### src/rtl/bcd_addsub_seq.sv
// Digit-serial packed-BCD adder/subtractor.
// One decimal digit is resolved per clock, least significant digit first, with
// the decimal carry held in a flop between digits. Subtraction is A + (nines'
// complement of B) + 1, so the final carry is the inverted borrow. Any operand
// digit above 9 flags err and forces a zero result, at unchanged latency.
module bcd_addsub_seq #(
    parameter int DIGITS = 4
) (
    input  logic                  clk,
    input  logic                  rst,
    input  logic                  start,
    input  logic                  sub,
    input  logic [4*DIGITS-1:0]   a,
    input  logic [4*DIGITS-1:0]   b,
    output logic                  busy,
    output logic                  done,
    output logic [4*DIGITS-1:0]   sum,
    output logic                  cout,
    output logic                  err
);

    localparam int W     = 4 * DIGITS;
    localparam int IDX_W = (DIGITS > 1) ? $clog2(DIGITS) : 1;

    typedef enum logic [1:0] {
        S_IDLE = 2'd0,
        S_CALC = 2'd1,
        S_DONE = 2'd2
    } state_t;

    state_t             state_q;
    logic [W-1:0]       a_q;
    logic [W-1:0]       b_q;
    logic [W-1:0]       res_q;
    logic               sub_q;
    logic               carry_q;
    logic               err_cap_q;
    logic [IDX_W-1:0]   idx_q;
    logic               busy_q;
    logic               done_q;
    logic               cout_q;
    logic               err_q;
    logic [W-1:0]       sum_q;

    logic [3:0]         a_dig;
    logic [3:0]         b_dig;
    logic [3:0]         bd_dig;
    logic [4:0]         step;
    logic [W-1:0]       res_d;
    logic               last;

    // True when any 4-bit digit of the packed word is above 9.
    function automatic logic any_invalid(input logic [W-1:0] v);
        logic bad;
        bad = 1'b0;
        for (int i = 0; i < DIGITS; i++) begin
            if (v[4*i +: 4] > 4'd9) begin
                bad = 1'b1;
            end
        end
        return bad;
    endfunction

    // Nines' complement for subtraction; invalid digits pass through untouched
    // since the result is discarded anyway.
    function automatic logic [3:0] nines_if(input logic [3:0] d, input logic en);
        if (en && (d <= 4'd9)) begin
            return 4'd9 - d;
        end
        return d;
    endfunction

    // One decimal digit step: returns {carry_out, digit}. raw peaks at 31 only
    // for invalid digits, so 5 bits always suffice.
    function automatic logic [4:0] bcd_digit_add(input logic [3:0] ad,
                                                 input logic [3:0] bd,
                                                 input logic       cin);
        logic [4:0] raw;
        raw = {1'b0, ad} + {1'b0, bd} + {4'b0000, cin};
        if (raw > 5'd9) begin
            return {1'b1, raw[3:0] + 4'd6};
        end
        return {1'b0, raw[3:0]};
    endfunction

    // Select the current digit pair, compute it, and merge it into the result.
    always_comb begin
        a_dig = 4'd0;
        b_dig = 4'd0;
        res_d = res_q;
        for (int i = 0; i < DIGITS; i++) begin
            if (idx_q == IDX_W'(i)) begin
                a_dig = a_q[4*i +: 4];
                b_dig = b_q[4*i +: 4];
            end
        end
        bd_dig = nines_if(b_dig, sub_q);
        step   = bcd_digit_add(a_dig, bd_dig, carry_q);
        for (int i = 0; i < DIGITS; i++) begin
            if (idx_q == IDX_W'(i)) begin
                res_d[4*i +: 4] = step[3:0];
            end
        end
        last = (idx_q == IDX_W'(DIGITS - 1));
    end

    // Control FSM with operand capture, digit loop and registered results.
    always_ff @(posedge clk or posedge rst) begin
        if (rst) begin
            state_q   <= S_IDLE;
            a_q       <= '0;
            b_q       <= '0;
            res_q     <= '0;
            sub_q     <= 1'b0;
            carry_q   <= 1'b0;
            err_cap_q <= 1'b0;
            idx_q     <= '0;
            busy_q    <= 1'b0;
            done_q    <= 1'b0;
            cout_q    <= 1'b0;
            err_q     <= 1'b0;
            sum_q     <= '0;
        end else begin
            case (state_q)
                S_IDLE, S_DONE: begin
                    done_q <= 1'b0;
                    if (start) begin
                        a_q       <= a;
                        b_q       <= b;
                        sub_q     <= sub;
                        carry_q   <= sub;
                        idx_q     <= '0;
                        err_cap_q <= any_invalid(a) | any_invalid(b);
                        busy_q    <= 1'b1;
                        state_q   <= S_CALC;
                    end else begin
                        state_q   <= S_IDLE;
                    end
                end
                S_CALC: begin
                    res_q   <= res_d;
                    carry_q <= step[4];
                    idx_q   <= idx_q + IDX_W'(1);
                    if (last) begin
                        state_q <= S_DONE;
                        busy_q  <= 1'b0;
                        done_q  <= 1'b1;
                        err_q   <= err_cap_q;
                        sum_q   <= err_cap_q ? '0 : res_d;
                        cout_q  <= ~err_cap_q & (step[4] ^ sub_q);
                    end
                end
                default: begin
                    state_q <= S_IDLE;
                    busy_q  <= 1'b0;
                    done_q  <= 1'b0;
                end
            endcase
        end
    end

    assign busy = busy_q;
    assign done = done_q;
    assign sum  = sum_q;
    assign cout = cout_q;
    assign err  = err_q;

endmodule
### config.mk
export PLATFORM = sky130hd
export DESIGN_NAME = bcd_addsub_seq
export DESIGN_NICKNAME = d
export VERILOG_FILES = /design/src/rtl/bcd_addsub_seq.sv
export SDC_FILE = /design/constraint.sdc
export NUM_CORES = 1
export LEC_CHECK = 0
export CORE_ASPECT_RATIO = 1.4
export CORE_UTILIZATION = 57
export DETAILED_ROUTE_END_ITERATION = 8
export PLACE_DENSITY = 0.94
export SYNTH_ARGS = -nofsm -noshare
export SYNTH_HDL_FRONTEND = slang
export SYNTH_SLANG_ARGS = --single-unit
### constraint.sdc
create_clock -name clk -period 10 [get_ports clk]
set_input_delay 1.5 -clock clk [delete_from_list [all_inputs] [get_ports clk]]
set_output_delay 1.5 -clock clk [all_outputs]
set_load 0.1 [all_outputs]
# Word-level counts from Yosys, hierarchy flattened
# Cells that the tools add are included.
[totals]
register_bits = 75
inputBits = 36
out_inout_bits = 20
word_cells = 91
[op_classes]
add_sub_neg = 5
order_cmp = 10
n_eq_ne = 7
n_mux = 43
bitwise_logic = 4
reduce_logical = 9
[op_table]
columns = ["op", "n"]
rows = [
  ["$mux W4", 14],
  ["$gt A4 B4 Y1 const B", 8],
  ["$mux W1", 20],
  ["$mux W16", 1],
  ["$mux W5", 2],
  ["$pmux W2 S2", 2],
  ["$reduce_and A2 Y1", 4],
  ["$eq A2 B2 Y1 const B", 3],
  ["$add A4 B4 Y5", 1],
  ["$add A5 B1 Y5", 1],
  ["$gt A5 B4 Y1 const B", 1],
  ["$add A4 B3 Y4 const B", 1],
  ["$eq A2 B1 Y1 const B", 2],
  ["$le A4 B4 Y1 const B", 1],
  ["$logic_not A2 Y1", 2],
  ["$mux W2", 2],
  ["$ne A2 B2 Y1 const B", 2],
  ["$pmux W1 S2", 2],
  ["$sub A4 B4 Y4 const A", 1],
  ["$add A2 B1 Y2 const B", 1],
  ["$reduce_bool A2 Y1", 1],
  ["$reduce_or A2 Y1", 1],
  ["$and A1 B1 Y1", 1],
  ["$logic_and A1 B1 Y1", 1],
  ["3 further kinds", 3],
]

# Longest topological paths before layout
[logic_depth]
depth_word = 16
depth_mapped = 20

# Worst setup path after synthesis
# OpenSTA, ideal clock, no wires.
[synth_path]
kind = "register to register"
start = "register idx_q[0]"
end = "register sum_q[3] (netlist: sum[3])"
setup_ns = 0.120
arrival_time_ns = 3.996
setup_slack_ns = 5.884
stages_incl_launch_ff = 20
path_buffers = 1
synth_period_minus_slack_ns = 4.116
path_cell_list = "dfrtp_1 inv_1 ha_1 buf_2 a21oi_1 o21ai_0 a22oi_1 ha_1 nor3_1 a311oi_1 fa_1 inv_1 fa_1 inv_1 ha_1 a22o_1 a2111oi_0 nand2b_4 a2111oi_0 a21o_1"
[synth_between]
elab_chain_len = 16
word_cells_on_any_way = 28
cone_classes = "add/sub: 4; order compare: 2; eq/ne: 3; mux: 16; reduce/logical: 3"
[synth_rtl]
columns = ["item", "line", "source"]
rows = [
  ["start, declared", "38", "logic [IDX_W-1:0] idx_q;"],
  ["start signal, assigned", "143", "idx_q <= idx_q + IDX_W'(1);"],
  ["$logic_not A2 Y1", "92, 100", ""],
  ["$mux W4 (4 in a row)", "92", "if (idx_q == IDX_W'(i)) begin"],
  ["$le A4 B4 Y1", "67", "if (en && (d <= 4'd9)) begin"],
  ["$logic_and A1 B1 Y1", "67", ""],
  ["$mux W1", "67", ""],
  ["$mux W4", "70", "return d;"],
  ["$add A4 B4 Y5", "79", "raw = {1'b0, ad} + {1'b0, bd} + {4'b0000, cin};"],
  ["$add A5 B1 Y5", "79", ""],
  ["$add A4 B3 Y4 or $gt A5 B4 Y1 (tied branches)", "81, 80", ""],
  ["$mux W5 or $mux W1 (tied branches)", "80", "if (raw > 5'd9) begin"],
  ["$mux W5", "83", "return {1'b0, raw[3:0]};"],
  ["$mux W4", "100", "if (idx_q == IDX_W'(i)) begin"],
  ["$mux W16", "149", "sum_q <= err_cap_q ? '0 : res_d;"],
  ["end signal, assigned", "149", ""],
  ["end, declared", "43", "logic [W-1:0] sum_q;"],
]
# Several ways; a longest one is shown, not always the timed one. The select of a mux whose other input is x is not followed.
# A chain may end at the register's enable or synchronous reset.

# Final worst setup path
[layout_path]
start = "register idx_q[1]"
end = "register sum_q[11] (netlist: sum[11])"
[layout_between]
elab_chain_len = 16
word_cells_on_any_way = 28
cone_classes = "add/sub: 4; order compare: 2; eq/ne: 3; mux: 16; reduce/logical: 3"
[layout_rtl]
columns = ["item", "line"]
rows = [
  ["$logic_not A2 Y1", "92"],
  ["$mux W4 (4 in a row)", "92"],
  ["$le A4 B4 Y1", "67"],
  ["$logic_and A1 B1 Y1", "67"],
  ["$mux W1", "67"],
  ["$mux W4", "70"],
  ["$add A4 B4 Y5", "79"],
  ["$add A5 B1 Y5", "79"],
  ["$add A4 B3 Y4 or $gt A5 B4 Y1 (tied branches)", "81, 80"],
  ["$mux W5 or $mux W1 (tied branches)", "80"],
  ["$mux W5", "83"],
  ["$mux W4", "100"],
  ["$mux W16", "149"],
]
# Several ways; a longest one is shown, not always the timed one. The select of a mux whose other input is x is not followed.

==> impl_summary.log <==
[metrics] Die W: roughly 68 um
[metrics] count of max-cap constraint violations: 0
[metrics] Top Ports: between 50 and 60
[metrics] full die area: 6351 um2
[metrics] Routed met3 length: between 300 and 400 um
[metrics] final number of max-transition violations: 0
[metrics] transition time at the pin with the least slew margin: 1.032 ns
[metrics] synthesized instance count: 328
[metrics] Synth top area share: 0.5095
[metrics] total number of vias: 2667
[metrics] met2 routed wirelength: between 4000 and 5000 um
[metrics] Initial Utilization: 0.5906
[metrics] total gr overflow: 0
[metrics] CTS Root Cell: sky130_fd_sc_hd__clkbuf_8
[metrics] cell type with the highest aggregate area in the netlist: sky130_fd_sc_hd__dfrtp_1
[metrics] number of warnings reported in the yosys synthesis log: 0
[metrics] worst r2r path cells: 17
[metrics] beginning of the critical path: idx_q[1]$_DFFE_PP0P_
[metrics] post-CTS setup-driven buffer insertion count: 0
[metrics] Critical path destination: sum[11]$_DFFE_PP0P_
[metrics] depth of the critical timing path with buffers and inverters included: 17
[metrics] Post-Layout Cell Count: about 450
[metrics] GRT Util Overall: 0.2775
[metrics] most frequent cell after synthesis: sky130_fd_sc_hd__dfrtp_1
[metrics] layout cell share with drive strength beyond 1: 0.1361
[metrics] Slew HR: 0.3102
[metrics] post-route clock skew: 0.007426 ns
[metrics] ANT nets after route: 0
[metrics] post-route setup TNS: 0 ns
[metrics] most common flop cell mapped by yosys: sky130_fd_sc_hd__dfrtp_1
[metrics] Worst path slowest cell: sky130_fd_sc_hd__ha_1
[metrics] Placed Cells: 436
[metrics] number of design rule violations left after detail routing: 0
[metrics] fin nets: 424
[metrics] Hold Path Class: flop to flop
[metrics] synthesis-stage register bit count: 70
[metrics] total standard cell area after synthesis: 3438 um2
[metrics] Worst setup SP type: flop
[metrics] Tcrit/Tclk final: 0.5325
[metrics] critical setup path kind: flop to flop
[metrics] asr flop ratio synth: 1.000
[metrics] post-synthesis net count: 375
[metrics] unrepaired setup endpoints after global routing: false
[metrics] DRC violation total after the first TritonRoute iteration: ~190
[metrics] buffers plus inverters on the worst setup path: 3
[metrics] required time of the critical path: 10.24 ns
[metrics] core area: 5822 um2
[metrics] CP max FO: 22
[metrics] Skew-Pair Late Insertion Delay: 0.36 ns
[metrics] Resize count post-CTS: 0
[metrics] Num Clock Sinks: 70
[metrics] per-cell via count in the routed design: 5.900
[metrics] number of distinct library cells after synthesis: 39
[metrics] Largest stage delay, worst path: 0.70 ns
[metrics] number of buffers inserted for hold repair after clock tree synthesis: 0
[metrics] number of diodes added for antenna fixing: 0
[metrics] growth of design area from synthesis to finish: 23.58%
[metrics] highest clock frequency the design can meet: 187.8 MHz
[metrics] outcome: finished, final reports clean
[metrics] buffer levels on the longest clock path: 2
[metrics] largest net degree at the start of global routing: 71
[metrics] clock slew seen by the registers of the worst setup and hold paths: 0.07 ns
[metrics] maximum level of the CTS H-tree: 3
[metrics] Hold Violations, Final: 0
[metrics] element type at the critical path end: flop
[metrics] Pre-antenna DRT Iters: 6
[metrics] per-instance average area after synthesis: ~10 um2
[metrics] DRT Wirelength: 7643 um
[metrics] capture instance of the worst register-to-register path: sum[11]$_DFFE_PP0P_
[metrics] post-route met1 wirelength: 2783 um
[metrics] Largest delay share family, worst path: compound AO/OA/AOI/OAI gates
[metrics] TritonCTS buffer count: 9
[metrics] cell breakdown of the critical path: inv_1, ha_1, o21ai_0, a22oi_1, ha_1, nor3_1, a311oi_1, fa_1, inv_1, fa_1, inv_1, ha_1, a22o_1, a2111oi_0, nand2b_4, a2111oi_0, a21o_1
[metrics] global-route wire length before repair: 12710 um
[metrics] flop-to-flop setup slack: 4.67 ns
[metrics] number of fillers in the final layout: between 400 and 500
[metrics] leading cell types by count after synthesis: 70 x sky130_fd_sc_hd__dfrtp_1, 50 x sky130_fd_sc_hd__nand2_1, 33 x sky130_fd_sc_hd__o21ai_0
[metrics] highest routed metal layer: met4
[metrics] initial antenna violation count: 0
[metrics] last weighted congestion value of the routability-driven placer: 0.8738
[metrics] sequential cell area fraction in the yosys report: 0.5095
[metrics] number of enable-type register cells in the synthesized netlist: 0
[metrics] count of input and output buffers: 55
[metrics] cell types with the largest area share after synthesis: sky130_fd_sc_hd__dfrtp_1 51%, sky130_fd_sc_hd__mux2_2 10%, sky130_fd_sc_hd__nand2_1 5.5%
[metrics] final critical-path required period: 5.325 ns
[metrics] CTS tree: built
[metrics] Worst EP arrival: ~5.6 ns
[metrics] startpoint of the worst register-to-register path: idx_q[1]$_DFFE_PP0P_
[metrics] count of final setup violators: 0
[metrics] number of global-route vias before repair: 2782
[metrics] wire per inst: 16.91 um
[metrics] height of the die: approximately 94 um
[metrics] half-perimeter wire length of the detailed placement result: 5319 um
[metrics] cell row count: 33
==> flip-flops by register name, indices dropped and copies added (netlist names) <==
| register | count |
|---|---|
| res_q | 12 |
| cout | 1 |
| err | 1 |
| b_q | 16 |
| busy | 1 |
| idx_q | 2 |
| sum | 16 |
| sub_q | 1 |
| carry_q | 1 |
| state_q | 2 |
| a_q | 16 |
| err_cap_q | 1 |
==> worst min path at each step <==
stage          slack [ns]                    to  depth (start not counted)            startpoint
3_5_place_dp         0.47      cout$_DFFE_PP0P_                          2      cout$_DFFE_PP0P_
4_1_cts              0.48      cout$_DFFE_PP0P_                          2      cout$_DFFE_PP0P_
5_1_grt              0.51      busy$_DFFE_PP0P_                          1      busy$_DFFE_PP0P_
3_3_place_gp         0.46      cout$_DFFE_PP0P_                          2      cout$_DFFE_PP0P_
2_1_floorplan        0.45  res_q[0]$_DFFE_PP0P_                          2  res_q[0]$_DFFE_PP0P_
6_report             0.48      cout$_DFFE_PP0P_                          2      cout$_DFFE_PP0P_
==> area by class of cell <==
| type | count | area [um2] | area share |
|---|---|---|---|
| flip-flops and latches | 70 | 1752 | 0.4122 |
| multi-input cells | 228 | 1569 | 0.3693 |
| repair buffers | 56 | 558.0 | 0.1313 |
| clock buffers | 10 | 127.6 | 0.03004 |
| clock inverters | 6 | 110.1 | 0.02591 |
| well taps | 70 | 87.58 | 0.02061 |
| inverters | 12 | 45.04 | 0.01060 |
==> worst min-delay path, delay by kind of cell (launching register included) <==
kind / cells / cell delay (ns)
compound gates: 1 / 0.06
flops: 1 / 0.34
simple gates: 1 / 0.05
==> metrics by stage <==
step                worst slack (ns)    util  cell area (um2)  hold slack (ns)
floorplan                      5.884       -             3438           0.4492
global placement               5.372  0.6890             4011           0.4602
detailed placement             4.935  0.6890             4011           0.4668
CTS                            4.777  0.7299             4249           0.4821
global route                   4.334  0.7299             4249           0.5069
finish                         4.675  0.7299             4249           0.4823
==> kinds of logic (layout without fill, tap and decap cells) <==
family / Yosys count / count (layout) / synth area share
AO/OA/AOI/OAI: 92 / 92 / 0.1616
flip-flops: 70 / 70 / 0.5095
XOR/XNOR: 4 / 4 / 0.01238
adder cells (fa/ha/maj): 11 / 11 / 0.04440
buffers and inverters: 30 / 84 / 0.03639
multiplexers: 43 / 43 / 0.1379
AND/OR/NAND/NOR: 78 / 78 / 0.09789
==> layout by cell type, fill, tap and decap left out, drive strengths merged, types with 2 or more instances in the layout <==
master,netlist,final
clkinvlp,0,2
a21oi,17,17
a2111oi,4,4
nor2b,3,3
o31ai,6,6
o21ai,41,41
ha,9,9
a21o,7,7
nand3b,2,2
a311oi,2,2
mux2,32,32
xnor2,3,3
inv,12,12
a22oi,4,4
a22o,3,3
nand4,2,2
nor2,15,15
nand2,50,50
fa,2,2
bufinv,0,3
clkbuf,13,10
mux2i,11,11
nand2b,4,4
clkdlybuf4s50,0,55
dfrtp,70,70
==> metal layers <==
layer | global-route usage | up-vias
li1 | - | 1252
met1 | 0.3019 | 1283
met2 | 0.4662 | 100
met3 | 0.04126 | 32
met4 | 0.2145 | 0
met5 | 0 | -
Power is not shown: default switching activity piles up to over one toggle a cycle in this logic, so the estimate is an artifact.
==> edit, RTL diff (same settings) <==
Register the output `sum` once more, cleared by the reset; this adds one clock of latency there. The other outputs are not delayed to match.
--- a/src/rtl/bcd_addsub_seq.sv
+++ b/src/rtl/bcd_addsub_seq.sv
@@ -161,7 +161,13 @@
 
     assign busy = busy_q;
     assign done = done_q;
-    assign sum  = sum_q;
+    always_ff @(posedge clk or posedge rst) begin
+        if (rst) begin
+            sum <= '0;
+        end else begin
+            sum <= sum_q;
+        end
+    end
     assign cout = cout_q;
     assign err  = err_q;
 
Behaviour: not the same (a bounded check fails within 10 cycles, from zero or initial values and one cycle with rst high).
==> edit against the original RTL <==
  * The flow now finishes with violations (DRC)
  * Design area increased by 8.7%
  * Count of clock-buffer cells in the layout unchanged
  * Via count increased by 4.3%
  * Sequential cell count increased by 16
  * Worst setup slack improved by 0.19 ns
  * Synthesized area increased by 12%
  * Synthesized cell count increased by 4.3%
  * Routed wire length decreased by 0.64%
  * Critical path type unchanged
  * Critical endpoint is now sum_q[7]
  * Largest cell class unchanged
  * Highest routed layer unchanged
Power is not shown: default switching activity piles up to over one toggle a cycle in this logic, so the estimate is an artifact.
==> edit: results (changes against the original RTL) <==
Cells and area:
- The clock-cell share of area is 0.04442 (-0.01153).
- The fraction of final layout cells with drive strength greater than 1 is 0.1472 (+0.01108).
- The area share of buffers outside the clock network is 0.1208 (-0.01053).
- The final net count was 436 (+2.8%).
- The number of inverters outside the clock class in the layout is 11 (-1).
- The multi-input combinational gate total is 225 (-1.3%).
- The fraction of standard cell area in multi-input logic is 0.3397 (-0.02960).
- The count of fill cells added during filler insertion is 436 (+7.7%).

Synthesis:
- Ranked by instance count, the synthesized netlist is headed by sky130_fd_sc_hd__dfrtp_1, sky130_fd_sc_hd__nand2_1, sky130_fd_sc_hd__o21ai_0, sky130_fd_sc_hd__mux2_2.
- The count of unique library cells instantiated by Yosys is 43 (+10%).
- The cell count after synthesis came to 342 (+4.3%).
- After synthesis, the cell types taking the most area are sky130_fd_sc_hd__dfrtp_1, sky130_fd_sc_hd__mux2_2, sky130_fd_sc_hd__nand2_1.
- The synthesized-area fraction occupied by ao, oa, aoi and oai cells is 0.1574 (-0.004192).
- The post-synthesis net count came to 389 (+3.7%).

Place:
- The HPWL after detailed placement is 5493 um (+3.3%).
- The number of cells after detailed placement was 452 (+3.7%).
- The post-detailed-placement cell area is 0.004414 mm^2 (+10%).
- The placement-stage worst setup slack is 4.975 ns (+0.03966 ns).

Critical path:
- The maximum cell stage delay along the critical path is 0.73 ns (+0.03 ns).
- The cell family contributing the most delay on the critical path is adder cells.
- The slack of the worst reg-to-reg path is 4.87 ns (+0.19 ns).
- The arrival time at the worst endpoint is 5.39 ns (-0.17 ns).

Route:
- The DRC violation count after routing is 7 (+7).
- The violation count after the first detailed-routing iteration is 176 (-6.9%).
- The total routed wirelength came to 7594 um (-0.64%).
- The detailed-router iteration count before antenna repair is 7 (+1).
- The detailed route wirelength on metal3 is 326 um (-14%).

GRT:
- The via count of the first global-routing pass came to 2786 (+0.14%).
- The met2 global-route usage is 0.4081 (-0.05811).
- The total global routing track utilization is 0.2370 (-0.04041).
- The first-pass GRT wire length is 12780 um (+0.54%).
- The met1 layer usage reported by global route is 0.2681 (-0.03375).
- The fraction of met3 tracks used by global routing was 0.05775 (+0.01649).

Hold path:
- The depth of the worst hold-timing path is 0 (-2).

Timing:
- The clock skew after layout is 0.009059 ns (+0.001632 ns).
- The final worst setup slack is 4.867 ns (+0.1923 ns).
- The headroom to the max-slew limit came to 0.3043 (-0.005935).

Outcome:
- The final reports fail on DRC.
- The run finished, with violations left.
edit: cell count changes in the layout (fill, tap and decap cells not counted), moves of 3 or more:
cell	before	now
sky130_fd_sc_hd__dfrtp_1	70	86
sky130_fd_sc_hd__mux2i_1	11	7
sky130_fd_sc_hd__a2111oi_1	0	3
sky130_fd_sc_hd__a2111oi_0	4	1
sky130_fd_sc_hd__a22oi_1	4	8
sky130_fd_sc_hd__o21ai_1	8	4
sky130_fd_sc_hd__o21ai_2	0	4
edit: how the worst min path moves through the flow:
stage,to,slack (ns),from
2_1_floorplan,sum[0],0.35,sum_q[0]
3_3_place_gp,sum[2],0.36,sum_q[2]
3_5_place_dp,sum[15],0.36,sum_q[15]
4_1_cts,sum[15],0.38,sum_q[15]
5_1_grt,sum[13],0.38,sum_q[13]
6_report,sum[13],0.38,sum_q[13]
